$ cat src/rtl/sys_bus_pkg.sv
// -----------------------------------------------------------------------------
// sys_bus_pkg
// Shared definitions for system-bus initiators and monitors: initiator state
// encoding, default bus widths, response-status encoding and small helpers.
// -----------------------------------------------------------------------------
package sys_bus_pkg;

    // Default bus geometry
    localparam int unsigned SYS_AW = 32;
    localparam int unsigned SYS_DW = 32;

    // Initiator transaction phases
    typedef enum logic [1:0] {
        ST_IDLE = 2'd0,
        ST_REQ  = 2'd1,
        ST_WAIT = 2'd2,
        ST_RESP = 2'd3
    } sys_bus_state_t;

    // Response status as seen by a bus master or monitor
    typedef enum logic [1:0] {
        RSP_OK   = 2'd0,
        RSP_ERR  = 2'd1,
        RSP_TOUT = 2'd2
    } sys_bus_rsp_t;

    // Collapse err/tout flags into a single status; timeout dominates
    function automatic sys_bus_rsp_t rsp_status(input logic err, input logic tout);
        if (tout) begin
            return RSP_TOUT;
        end else if (err) begin
            return RSP_ERR;
        end
        return RSP_OK;
    endfunction

    // Width of a counter able to hold 0..timeout
    function automatic int unsigned wdog_cnt_w(input int unsigned timeout);
        return $clog2(timeout + 1);
    endfunction

endpackage

$ cat src/rtl/sys_bus_wdog.sv
// -----------------------------------------------------------------------------
// sys_bus_wdog
// Loadable down-counter guarding the WAIT phase of a bus transaction.
// i_start loads the counter so that o_expired_c is high during the
// TIMEOUT-th cycle after the load; the counter saturates at zero.
//
// Ports:
//   i_clk        clock
//   i_clear      synchronous clear (reset or transaction resolved)
//   i_start      load; asserted the cycle before the guarded window opens
//   o_expired_c  combinational: guarded window has reached its last cycle
// -----------------------------------------------------------------------------
module sys_bus_wdog
    import sys_bus_pkg::*;
#(
    parameter int unsigned TIMEOUT = 255
) (
    input  logic i_clk,
    input  logic i_clear,
    input  logic i_start,
    output logic o_expired_c
);

    localparam int unsigned CW = wdog_cnt_w(TIMEOUT);

    logic [CW-1:0] r_cnt;
    logic          r_active;

    // Count down the remaining window; stop once the last cycle is reached
    always_ff @(posedge i_clk) begin
        if (i_clear) begin
            r_cnt    <= '0;
            r_active <= 1'b0;
        end else if (i_start) begin
            r_cnt    <= CW'(TIMEOUT - 1);
            r_active <= 1'b1;
        end else if (r_active) begin
            if (r_cnt != '0) begin
                r_cnt <= r_cnt - CW'(1);
            end else begin
                r_active <= 1'b0;
            end
        end
    end

    assign o_expired_c = r_active & (r_cnt == '0);

endmodule

$ cat src/rtl/sys_bus_initiator.sv
// -----------------------------------------------------------------------------
// sys_bus_initiator
// Issues one system-bus register read or write at a time on behalf of an
// on-chip sequencer and returns the result with error/timeout status.
//
// Ports:
//   clk_i, rst_i                   clock, synchronous active-high reset
//   cmd_valid_i / cmd_ready_o      command handshake
//   cmd_we_i, cmd_addr_i,
//   cmd_wdata_i                    command payload
//   rsp_valid_o / rsp_ready_i      response handshake
//   rsp_rdata_o, rsp_err_o,
//   rsp_tout_o                     response payload
//   sys_addr_o, sys_wdata_o,
//   sys_wen_o, sys_ren_o           bus request (single-cycle strobes)
//   sys_rdata_i, sys_err_i,
//   sys_ack_i                      bus responder return
//   busy_o                         transaction in flight
// -----------------------------------------------------------------------------
module sys_bus_initiator
    import sys_bus_pkg::*;
#(
    parameter int unsigned AW      = SYS_AW,
    parameter int unsigned DW      = SYS_DW,
    parameter int unsigned TIMEOUT = 255
) (
    input  logic          clk_i,
    input  logic          rst_i,

    input  logic          cmd_valid_i,
    output logic          cmd_ready_o,
    input  logic          cmd_we_i,
    input  logic [AW-1:0] cmd_addr_i,
    input  logic [DW-1:0] cmd_wdata_i,

    output logic          rsp_valid_o,
    input  logic          rsp_ready_i,
    output logic [DW-1:0] rsp_rdata_o,
    output logic          rsp_err_o,
    output logic          rsp_tout_o,

    output logic [AW-1:0] sys_addr_o,
    output logic [DW-1:0] sys_wdata_o,
    output logic          sys_wen_o,
    output logic          sys_ren_o,
    input  logic [DW-1:0] sys_rdata_i,
    input  logic          sys_err_i,
    input  logic          sys_ack_i,

    output logic          busy_o
);

    sys_bus_state_t r_state;
    logic           r_we;
    logic [AW-1:0]  r_sys_addr;
    logic [DW-1:0]  r_sys_wdata;
    logic           r_wen;
    logic           r_ren;
    logic           r_rsp_valid;
    logic [DW-1:0]  r_rsp_rdata;
    logic           r_rsp_err;
    logic           r_rsp_tout;
    logic           r_busy;

    logic           w_wd_start;
    logic           w_wd_clear;
    logic           w_wd_expired;

    // Watchdog is armed from REQ so its window covers exactly the WAIT cycles
    assign w_wd_start = (r_state == ST_REQ);
    assign w_wd_clear = rst_i | ((r_state == ST_WAIT) & (sys_ack_i | w_wd_expired));

    sys_bus_wdog #(
        .TIMEOUT (TIMEOUT)
    ) u_wdog (
        .i_clk       (clk_i),
        .i_clear     (w_wd_clear),
        .i_start     (w_wd_start),
        .o_expired_c (w_wd_expired)
    );

    // Transaction FSM with registered bus and response outputs
    always_ff @(posedge clk_i) begin
        if (rst_i) begin
            r_state     <= ST_IDLE;
            r_we        <= 1'b0;
            r_sys_addr  <= '0;
            r_sys_wdata <= '0;
            r_wen       <= 1'b0;
            r_ren       <= 1'b0;
            r_rsp_valid <= 1'b0;
            r_rsp_rdata <= '0;
            r_rsp_err   <= 1'b0;
            r_rsp_tout  <= 1'b0;
            r_busy      <= 1'b0;
        end else begin
            // Strobes last only for the REQ cycle
            r_wen <= 1'b0;
            r_ren <= 1'b0;

            case (r_state)
                ST_IDLE: begin
                    if (cmd_valid_i) begin
                        r_we        <= cmd_we_i;
                        r_sys_addr  <= cmd_addr_i;
                        r_sys_wdata <= cmd_wdata_i;
                        r_wen       <= cmd_we_i;
                        r_ren       <= ~cmd_we_i;
                        r_busy      <= 1'b1;
                        r_state     <= ST_REQ;
                    end
                end

                // Any ack seen here belongs to an earlier, abandoned access
                ST_REQ: begin
                    r_state <= ST_WAIT;
                end

                // Ack takes priority over a coincident watchdog expiry
                ST_WAIT: begin
                    if (sys_ack_i) begin
                        r_rsp_rdata <= r_we ? '0 : sys_rdata_i;
                        r_rsp_err   <= sys_err_i;
                        r_rsp_tout  <= 1'b0;
                        r_rsp_valid <= 1'b1;
                        r_state     <= ST_RESP;
                    end else if (w_wd_expired) begin
                        r_rsp_rdata <= '0;
                        r_rsp_err   <= 1'b1;
                        r_rsp_tout  <= 1'b1;
                        r_rsp_valid <= 1'b1;
                        r_state     <= ST_RESP;
                    end
                end

                ST_RESP: begin
                    if (rsp_ready_i) begin
                        r_rsp_valid <= 1'b0;
                        r_busy      <= 1'b0;
                        r_state     <= ST_IDLE;
                    end
                end

                default: begin
                    r_state <= ST_IDLE;
                end
            endcase
        end
    end

    // Ready is gated by reset so nothing is accepted on a reset edge
    assign cmd_ready_o = (r_state == ST_IDLE) & ~rst_i;

    assign sys_addr_o  = r_sys_addr;
    assign sys_wdata_o = r_sys_wdata;
    assign sys_wen_o   = r_wen;
    assign sys_ren_o   = r_ren;
    assign rsp_valid_o = r_rsp_valid;
    assign rsp_rdata_o = r_rsp_rdata;
    assign rsp_err_o   = r_rsp_err;
    assign rsp_tout_o  = r_rsp_tout;
    assign busy_o      = r_busy;

endmodule

$ cat config.mk
export PLATFORM = sky130hd
export DESIGN_NAME = sys_bus_initiator
export DESIGN_NICKNAME = d
export VERILOG_FILES = /design/src/rtl/sys_bus_pkg.sv /design/src/rtl/sys_bus_wdog.sv /design/src/rtl/sys_bus_initiator.sv
export SDC_FILE = /design/constraint.sdc
export NUM_CORES = 1
export LEC_CHECK = 0
export BUFFER_PORTS_ARGS = -buffer_cell sky130_fd_sc_hd__buf_2
export CAP_MARGIN = 10
export CORE_AREA = 2 2 99 101
export DETAILED_ROUTE_END_ITERATION = 8
export DIE_AREA = 0 0 101 103
export GPL_TIMING_DRIVEN = 0
export PLACE_DENSITY = 0.83
export SYNTH_ARGS = -nofsm -noshare
export SYNTH_HDL_FRONTEND = slang
export SYNTH_SLANG_ARGS = --single-unit
$ cat constraint.sdc
create_clock -name clk_i -period 2.1 [get_ports clk_i]
set_input_delay 0.21 -clock clk_i [delete_from_list [all_inputs] [get_ports clk_i]]
set_output_delay 0.21 -clock clk_i [all_outputs]
set_load 0.02 [all_outputs]
* Word level (Yosys, flattened, before mapping)
Cells that the tools add are included. W data, S select, Z words.
Storage, ports and cells: memory bits (writable) 0, ROM bits 0, bits in latches 0, logic and storage cells 69, memories 0, output and inout bits 103, bits in registers 114
Cells by class: add/subtract/negate cells 1, shift-type cells 0, equality and inequality tests 6, muxes and demuxes 22, reduce and logical (&&, ||, !) cells 17, $lt $le $gt $ge 0, div/mod/pow operators 0, multiply operators 0, bitwise logic cells 9
Operators by type and width (number):
- $mux W32 | 3
- $mux W8 | 3
- $reduce_bool A2 Y1 | 5
- $mux W1 | 9
- $reduce_and A3 Y1 | 3
- $logic_not A8 Y1 | 1
- $mux W2 | 4
- $pmux W2 S4 | 1
- $reduce_and A2 Y1 | 4
- $reduce_bool A8 Y1 | 1
- $sub A8 B1 Y8 const B | 1
- $eq A2 B2 Y1 const B | 2
- $ne A2 B2 Y1 const B | 2
- $not A1 Y1 | 4
- $pmux W1 S2 | 2
- $and A1 B1 Y1 | 3
- $ne A3 B3 Y1 const B | 1
- $reduce_or A3 Y1 | 1
- $eq A2 B1 Y1 const B | 1
- $logic_not A2 Y1 | 1
- $or A1 B1 Y1 | 2
- $reduce_or A2 Y1 | 1

* Longest topological paths before layout
Gate-level depths: netlist of the first run.
depth in word-level cells 6, depth in mapped cells 8, gate-level depth less buffers 6

* Cells and area by module
Synthesis of the first run repeated with hierarchy kept, for this count alone.
Second synthesis, totals: cell total of the unflattened synthesis 457, area, all modules 4181.5 µm²
Modules (own cells, without submodules):
- sys_bus_initiator | seq. area each 2102.0 µm², instances 1, cells each 401, area an instance 3671.0 µm²
- sys_bus_wdog | seq. area each 180.2 µm², instances 1, cells each 56, area an instance 510.5 µm²

* Worst setup path before layout of the first run
No wires, ideal clock.
kind reg-to-reg, from reg u_wdog.r_cnt[0], to reg r_rsp_rdata[28] (netlist: rsp_rdata_o[28]), path buffers 2, clock period less this slack 1.718 ns, slack 0.382 ns, data arrival time 1.601 ns, setup time 0.117 ns, cell stages (with the launch flop) 9, cells stage by stage dfxtp_1 inv_1 ha_1 nor3b_2 a31o_2 a21oi_2 buf_6 buf_6 a22o_1
On the way: longest elaborated chain between the ends 4
Ends and longest elaborated chain:
- start, declared | RTL line sys_bus_wdog.sv:26 | logic [CW-1:0] r_cnt;
- start signal, assigned | RTL line sys_bus_wdog.sv:35 | r_cnt <= CW'(TIMEOUT - 1);
- start signal, assigned | RTL line sys_bus_wdog.sv:39 | r_cnt <= r_cnt - CW'(1);
- $logic_not A8 Y1 | RTL line sys_bus_wdog.sv:46 | assign o_expired_c = r_active & (r_cnt == '0);
- $and A1 B1 Y1 | RTL line sys_bus_wdog.sv:46
- $reduce_bool A2 Y1 (no source line)
- $reduce_and A2 Y1 (no source line)
- end signal, assigned | RTL line sys_bus_initiator.sv:122 | r_rsp_rdata <= r_we ? '0 : sys_rdata_i;
- end, declared | RTL line sys_bus_initiator.sv:60 | logic [DW-1:0] r_rsp_rdata;
No other way between the ends. A chain may end at the register's enable or synchronous reset.

* Worst setup path after layout of the first run
from reg r_state[0], to reg r_sys_addr[18] (netlist: sys_addr_o[18])
On the way: longest elaborated chain between the ends 2
Ends and longest elaborated chain:
- start, declared | RTL line sys_bus_initiator.sv:53 | sys_bus_state_t r_state;
- start signal, assigned | RTL line sys_bus_initiator.sv:85 | r_state <= ST_IDLE;
- start signal, assigned | RTL line sys_bus_initiator.sv:110 | r_state <= ST_REQ;
- start signal, assigned | RTL line sys_bus_initiator.sv:116 | r_state <= ST_WAIT;
- $logic_not A2 Y1 | RTL line sys_bus_initiator.sv:101 | case (r_state)
- $reduce_and A2 Y1 (no source line)
- end signal, assigned | RTL line sys_bus_initiator.sv:105 | r_sys_addr <= cmd_addr_i;
- end, declared | RTL line sys_bus_initiator.sv:55 | logic [AW-1:0] r_sys_addr;
No other way between the ends.

==> results.txt, run 1 <==
First-pass GRT wire length: 20700 um
CP Class: register to register
Number of top-level pins: 206
Clk_lat worst skew: 0.50 ns
Min Clock Period, post-route: 1.94 ns
Period utilisation layout: 0.923
Critical Path Most Common Cell: nand2_1
Reg-to-reg slack, setup: 0.16 ns
Outcome: finished, final reports clean
Post-Syn Area: 0.00407 mm2
Clock power frac: 0.345
Largest net degree at the start of global routing: 17
Non-Filler Instances: 897
R2r endpoint: sys_addr_o[18]
F_max: 516 MHz
Int Power: 5.44 mW
Worst-Margin Slew: 0.530 ns
Core Box Area: 0.00946 mm2
Leak: 3.24 nW
Synthesized instance count: 451
Yosys cell types: 39
# DRC: 0
Share of async-settable or async-resettable flops after synthesis: 0
Max Cap Viol: 0
Logic pwr share: 0.306
Yosys reg bits: 114
Initial core utilization: 0.430
Clock Path Buffers: 2
Via Count: 4552
Delay-heaviest family, CP: buffers and inverters
Gr ovfl total: 0
Initial antenna violation count: 0
Hold crit path type: primary input to register
Final hold violations: 0
Die Width: 101 um
Switching Share: 0.336
First DRT Iteration DRCs: 190
Mean Syn Cell Area: 9.02 um2
YS warnings: 0
Setup Viol. Count Final: 0
Max VDD drop: 0.528 mV
Post-CTS Setup Bufs: 0
Worst-path fanout max: 10
Vias per cell: 5.07
Endpoint, Worst Hold: busy_o
Sink Count: 114
DRT Pass-1 Iters: 4
Power density cells: 1200 mW/mm2
Placed Cells: 770
Crit Reg-Reg Startpoint: r_state[0]
Nets: 881
Main synth FF type: dfxtp_1
Worst path max stage delay: 0.40 ns
GP Congestion: 0.820
Post-synthesis sequential area ratio: 0.561
RSZ-0062 raised after global routing: no
H-tree levels: 4
Area growth syn-to-layout: 67.9%
TritonCTS clock tree: built
Psw: 2.76 mW
Sequential Power Share: 0.349
Slew headroom: 0.647
Post-DRT Antenna Nets: 0
Critical Path Sink Type: register
Die Area: 0.0104 mm2
Min-Delay Startpoint: rsp_ready_i
CTS Buf Count: 17
Reg2Reg Depth: 7
CP max-delay cell: clkbuf_1
N_diodes: 0
Worst Path Arrival: 2.36 ns
Hold path depth: 4
EDFF count, synth: 0
CP Launch Type: register
Port Buffers: 205
Vert. Die Dim: 103 um
Total GRT Usage: 0.256
Slew Limit Fails: 0
Share of cells above drive strength 1: 0.330
Crit-path cells: inv_1 -> ha_1 -> nand2_1 -> clkbuf_1 -> clkbuf_2 -> nand2_1 -> a21oi_1
Worst Path Buf+Inv: 3
Post-DP HPWL: 8220 um
Rows: 36
WL final: 13800 um
Vias in the first global route: 4601
Final Core Density: 0.722
CP required: 2.52 ns
Routed length per instance: 15.4 um
Post-Syn Nets: 560
Clock Skew: 0.0104 ns
Clock slew seen by the registers of the worst setup and hold paths: 0.05 ns
Clock root buffer: clkbuf_8
## power groups by stage
stage | sequential, mW | clock [mW] | combinational, mW
CTS | 2.84 | 2.87 | 2.42
finish | 2.86 | 2.83 | 2.51
floorplan | 3.22 | 0 | 1.19
detailed placement | 2.87 | 0 | 2.27
global route | 2.91 | 2.98 | 2.74
global placement | 2.85 | 0 | 2.20
## timing repair
| action | in CTS | in global routing |
|---|---|---|
| setup endpoints to repair | 30 | 58 |
| endpoints found under the hold margin | 100 | 0 |
| cloned | 0 | 0 |
| hold buffers | 99 | 0 |
| gates resized for setup | 1 | 13 |
## cells by family (layout without fill, tap and decap cells)
kind of cell | Yosys count | after routing | synth area share
buffers and inverters | 37 | 369 | 0.0394
AO/OA/AOI/OAI | 122 | 122 | 0.196
XOR/XNOR | 2 | 2 | 0.00431
AND/OR/NAND/NOR | 165 | 165 | 0.168
adder cells (fa/ha/maj) | 6 | 6 | 0.0185
multiplexers | 5 | 5 | 0.0132
flip-flops | 114 | 114 | 0.561
## metal layers
metal / vias to the layer above / share of wire / GRT usage / routed length, um
li1: 2173 / - / - / -
met3: 65 / 0.060 / 0.0651 / 830
met4: 0 / 0.052 / 0.168 / 716
met1: 2091 / 0.38 / 0.268 / 5270
met5: - / 0 / 0 / 0
met2: 223 / 0.51 / 0.456 / 6980
## worst reg2reg max path, stage by stage, from the launching register on
cell and delay, ns:
dfxtp_1 0.39, inv_1 0.08, ha_1 0.27, nand2_1 0.10, clkbuf_1 0.40, clkbuf_2 0.33
nand2_1 0.10, a21oi_1 0.19
## worst max path at each step
stage	startpoint	endpoint	slack [ns]	depth (start not counted)
final	r_state[0]	sys_addr_o[18]	0.16	7
after global routing	r_state[0]	sys_addr_o[13]	0.003	7
after CTS	r_state[0]	sys_addr_o[14]	0.09	7
after detailed placement	r_state[0]	rsp_rdata_o[14]	-0.04	7
after global placement	r_state[0]	rsp_rdata_o[17]	0.01	7
after floorplan	u_wdog.r_cnt[0]	rsp_rdata_o[28]	0.38	8
## state kept, by name, indices dropped and copies added, names as in the netlist
name and cells:
sys_wdata_o 32, rsp_rdata_o 32, rsp_valid_o 1, rsp_tout_o 1
r_we 1, u_wdog.r_cnt 8, sys_wen_o 1, sys_addr_o 32
busy_o 1, sys_ren_o 1, r_state 2, rsp_err_o 1
u_wdog.r_active 1
## synthesized netlist by cell type (all sizes together) (3+ instances only)
library cell / number / area, um2
a22o: 32 / 280
buf: 13 / 70.1
nor2: 8 / 30.0
a21oi: 71 / 359
nand2: 138 / 518
mux2: 3 / 33.8
inv: 6 / 22.5
ha: 6 / 75.1
dfxtp: 114 / 2280
o21a: 9 / 67.6
clkbuf: 18 / 67.6
nor3: 5 / 25.0
## layout by cell type (no fill, tap or decap), types with 6 or more instances in the layout
cell / instances
buf_2: 210
nand2_1: 138
dfxtp_1: 114
dlygate4sd3_1: 99
a21oi_1: 70
a22o_1: 32
clkbuf_16: 16
clkbuf_1: 11
o21a_1: 9
nor2_1: 8
inv_1: 6
clkbuf_2: 6
ha_1: 6
## per-stage QoR
step	hold WS (ns)	power (mW)	TNS, ns	area [um2]	worst slack, ns
after floorplan	0.282	4.42	0	4070	0.382
after global placement	0.403	5.05	0	5240	0.0138
after detailed placement	0.405	5.15	-0.509	5240	-0.0413
after CTS	0.0155	8.13	0	6820	0.0869
after global routing	0.0335	8.64	0	6830	0.00301
final	0.0411	8.20	0	6830	0.162
## cell type report
type | instances | area (um2)
multi-input cells | 300 | 1640
plain buffers | 29 | 138
fillers | 653 | 2630
clock buffers | 20 | 455
flip-flops and latches | 114 | 2280
clock inverters | 10 | 134
well taps | 114 | 143
repair buffers | 304 | 2020
inverters | 6 | 22.5
Note: power is estimated with default switching activity, not from simulation.
==> inputs of run 2 (changes only) <==
==> config.mk (replaced) <==
export PLATFORM = sky130hd
export DESIGN_NAME = sys_bus_initiator
export DESIGN_NICKNAME = d
export VERILOG_FILES = /design/src/rtl/sys_bus_pkg.sv /design/src/rtl/sys_bus_wdog.sv /design/src/rtl/sys_bus_initiator.sv
export SDC_FILE = /design/constraint.sdc
export NUM_CORES = 1
export LEC_CHECK = 0
export CAP_MARGIN = 10
export CORE_AREA = 2 2 89 91
export DETAILED_ROUTE_END_ITERATION = 8
export DIE_AREA = 0 0 91 93
export DONT_BUFFER_PORTS = 1
export GPL_TIMING_DRIVEN = 0
export PLACE_DENSITY = 0.76
export SLEW_MARGIN = 20
export SYNTH_ARGS = -nofsm -noshare
export SYNTH_HDL_FRONTEND = slang
export SYNTH_SLANG_ARGS = --single-unit
==> constraint.sdc (replaced) <==
create_clock -name clk_i -period 1.8 [get_ports clk_i]
set_input_delay 0.18 -clock clk_i [delete_from_list [all_inputs] [get_ports clk_i]]
set_output_delay 0.18 -clock clk_i [all_outputs]
set_load 0.02 [all_outputs]
==> run 2 against run 1 <==
  * Register-to-register slack worse by 0.11 ns
  * Die area down 19%
  * Worst setup slack worse by 0.11 ns
  * Combinational power down 8%
  * Highest routed layer unchanged
  * Via count down 15%
  * Critical endpoint is now rsp_rdata_o[1]
  * Hold slack worse by 0.020 ns
  * Global-route usage up 5.7 points
  * Cell area down 13%
  * Wire length down 3.7%
  * Fmax up 11%
==> results.txt, run 2 (same netlist as run 1, synthesis figures left out) <==
Max Cap Viol: 0 (unchanged)
Min Clock Period, post-route: 1.75 ns (was 1.94 ns)
Area growth syn-to-layout: 46.6% (was 67.9%)
Clock root buffer: clkbuf_8 (unchanged)
F_max: 572 MHz (was 516 MHz)
Worst-path fanout max: 9 (was 10)
Sink Count: 114 (unchanged)
Final hold violations: 0 (unchanged)
Most common cell after layout, fill and taps aside: nand2_1 (was buf_2)
Nets: 685 (was 881)
Clock Skew: 0.00919 ns (was 0.0104 ns)
First-pass GRT wire length: 20500 um (was 20700 um)
Rows: 32 (was 36)
Vert. Die Dim: 93 um (was 103 um)
Vias per cell: 5.59 (was 5.07)
Most frequent cells in the layout: 138 x nand2_1, 113 x dfxtp_1, 102 x dlygate4sd3_1, 70 x a21oi_1, 32 x a22o_1 (was 210 x buf_2, 138 x nand2_1, 114 x dfxtp_1, 99 x dlygate4sd3_1, 70 x a21oi_1)
Gr ovfl total: 0 (unchanged)
Clock Path Buffers: 2 (unchanged)
Most Crowded Layer GR: met2 (unchanged)
Port Buffers: 0 (was 205)
M3 GR Usage: 0.126 (was 0.0651)
Initial antenna violation count: 0 (unchanged)
Routed length per instance: 19.2 um (was 15.4 um)
Leak: 2.36 nW (was 3.24 nW)
Post-route cell area: 0.00596 mm2 (was 0.00683 mm2)
Slew headroom: 0.646 (was 0.647)
Die Width: 91 um (was 101 um)
Initial core utilization: 0.540 (was 0.430)
Area of placed instances: 0.00419 mm2 (was 0.00524 mm2)
Slew Limit Fails: 0 (unchanged)
Final WS setup: 0.0532 ns (was 0.162 ns)
Pre-CTS setup slack: -0.347 ns (was -0.0413 ns)
Number of top-level pins: 206 (unchanged)
CP max-delay cell: dfxtp_2 (was clkbuf_1)
Share of cells above drive strength 1: 0.122 (was 0.330)
GRT met1 Usage: 0.317 (was 0.268)
DRT Pass-1 Iters: 4 (unchanged)
Vias in the first global route: 4082 (was 4601)
Max VDD drop: 1.02 mV (was 0.528 mV)
Setup Viol. Count Final: 0 (unchanged)
N_diodes: 0 (unchanged)
H-tree levels: 4 (unchanged)
Worst path max stage delay: 0.33 ns (was 0.40 ns)
Largest net degree at the start of global routing: 17 (unchanged)
Clk_lat worst skew: 0.51 ns (was 0.50 ns)
GP Congestion: 0.799 (was 0.820)
CP Class: register to register (unchanged)
Core Box Area: 0.00753 mm2 (was 0.00946 mm2)
CP Launch Type: register (unchanged)
RSZ-0062 raised after global routing: yes (was no)
CP required: 2.19 ns (was 2.52 ns)
First DRT Iteration DRCs: 137 (was 190)
Critical Path Sink Type: register (unchanged)
Total GRT Usage: 0.313 (was 0.256)
Tightest hold margin: 0.0210 ns (was 0.0411 ns)
Power, Total: 9.58 mW (was 8.20 mW)
Post-DRT Antenna Nets: 0 (unchanged)
Setup TNS: 0 ns (unchanged)
Power density cells: 1610 mW/mm2 (was 1200 mW/mm2)
Hold crit path type: primary input to register (unchanged)
TritonCTS clock tree: built (unchanged)
Period utilisation layout: 0.970 (was 0.923)
CTS Buf Count: 17 (unchanged)
Fillers: 430 (was 653)
Via Count: 3863 (was 4552)
Outcome: finished, final reports clean (unchanged)
Clock slew seen by the registers of the worst setup and hold paths: 0.06 ns (was 0.05 ns)
Worst Path Arrival: 2.14 ns (was 2.36 ns)
Worst Path Buf+Inv: 3 (unchanged)
Die Area: 0.00846 mm2 (was 0.0104 mm2)
Worst-Margin Slew: 0.532 ns (was 0.530 ns)
# DRC: 0 (unchanged)
Crit-path cells: inv_1 -> ha_2 -> nor3b_4 -> a31o_4 -> a21oi_4 -> buf_6 -> buf_12 -> a22o_1 (was inv_1 -> ha_1 -> nand2_1 -> clkbuf_1 -> clkbuf_2 -> nand2_1 -> a21oi_1)
Post-DP HPWL: 7500 um (was 8220 um)
M2 GR Usage: 0.560 (was 0.456)
Delay-heaviest family, CP: compound AO/OA/AOI/OAI gates (was buffers and inverters)
WL final: 13300 um (was 13800 um)
run 2: worst reg2reg max path: stages, from the launching register on:
cell,delay (ns)
dfxtp_2,0.33
inv_1,0.08
ha_2,0.19
nor3b_4,0.23
a31o_4,0.21
a21oi_4,0.08
buf_6,0.14
buf_12,0.13
a22o_1,0.25
run 2: final cells by class:
type,count,area (um2),area share
flip-flops and latches,114,2280,0.383
multi-input cells,300,1670,0.281
repair buffers,107,1070,0.180
clock buffers,18,428,0.0718
clock inverters,14,179,0.0300
plain buffers,30,171,0.0288
well taps,102,128,0.0214
inverters,6,22.5,0.00378
run 2: worst paths after layout:
| check | startpoint | endpoint | slack, ns | depth (start not counted) |
|---|---|---|---|---|
| worst max register to register | u_wdog.r_cnt[0] | rsp_rdata_o[1] | 0.05 | 8 |
| worst min-delay path | sys_ack_i | rsp_valid_o | 0.02 | 3 |
| worst min register to register | r_we | r_we | 0.50 | 2 |
| worst max-delay path | u_wdog.r_cnt[0] | rsp_rdata_o[1] | 0.05 | 8 |
run 2: power breakdown:
part | leakage, nW | switching, mW | internal, mW
Combinational | 1.14 | 1.27 | 1.05
Sequential | 0.932 | 0.872 | 3.00
Clock | 0.288 | 1.23 | 2.16
run 2: layer usage:
metal,share of wire,up-vias,wire length (um)
met5,0,-,0
met4,0.031,0,408
met3,0.098,41,1300
met2,0.51,240,6800
met1,0.36,1798,4780
li1,-,1784,-
run 2: repair_timing:
item / CTS / global route
setup buffers: 2 / 3
endpoints found under the hold margin: 105 / 0
hold buffers: 102 / 0
pin swaps: 1 / 4
resized for setup: 14 / 28
endpoints found under the setup margin: 91 / 92
run 2: through the flow:
step | utilization | instances
6_report | 0.792 | 691
4_1_cts | 0.781 | 688
3_5_place_dp | 0.557 | 553
5_1_grt | 0.792 | 691
3_3_place_gp | 0.557 | 553
2_1_floorplan | - | 451
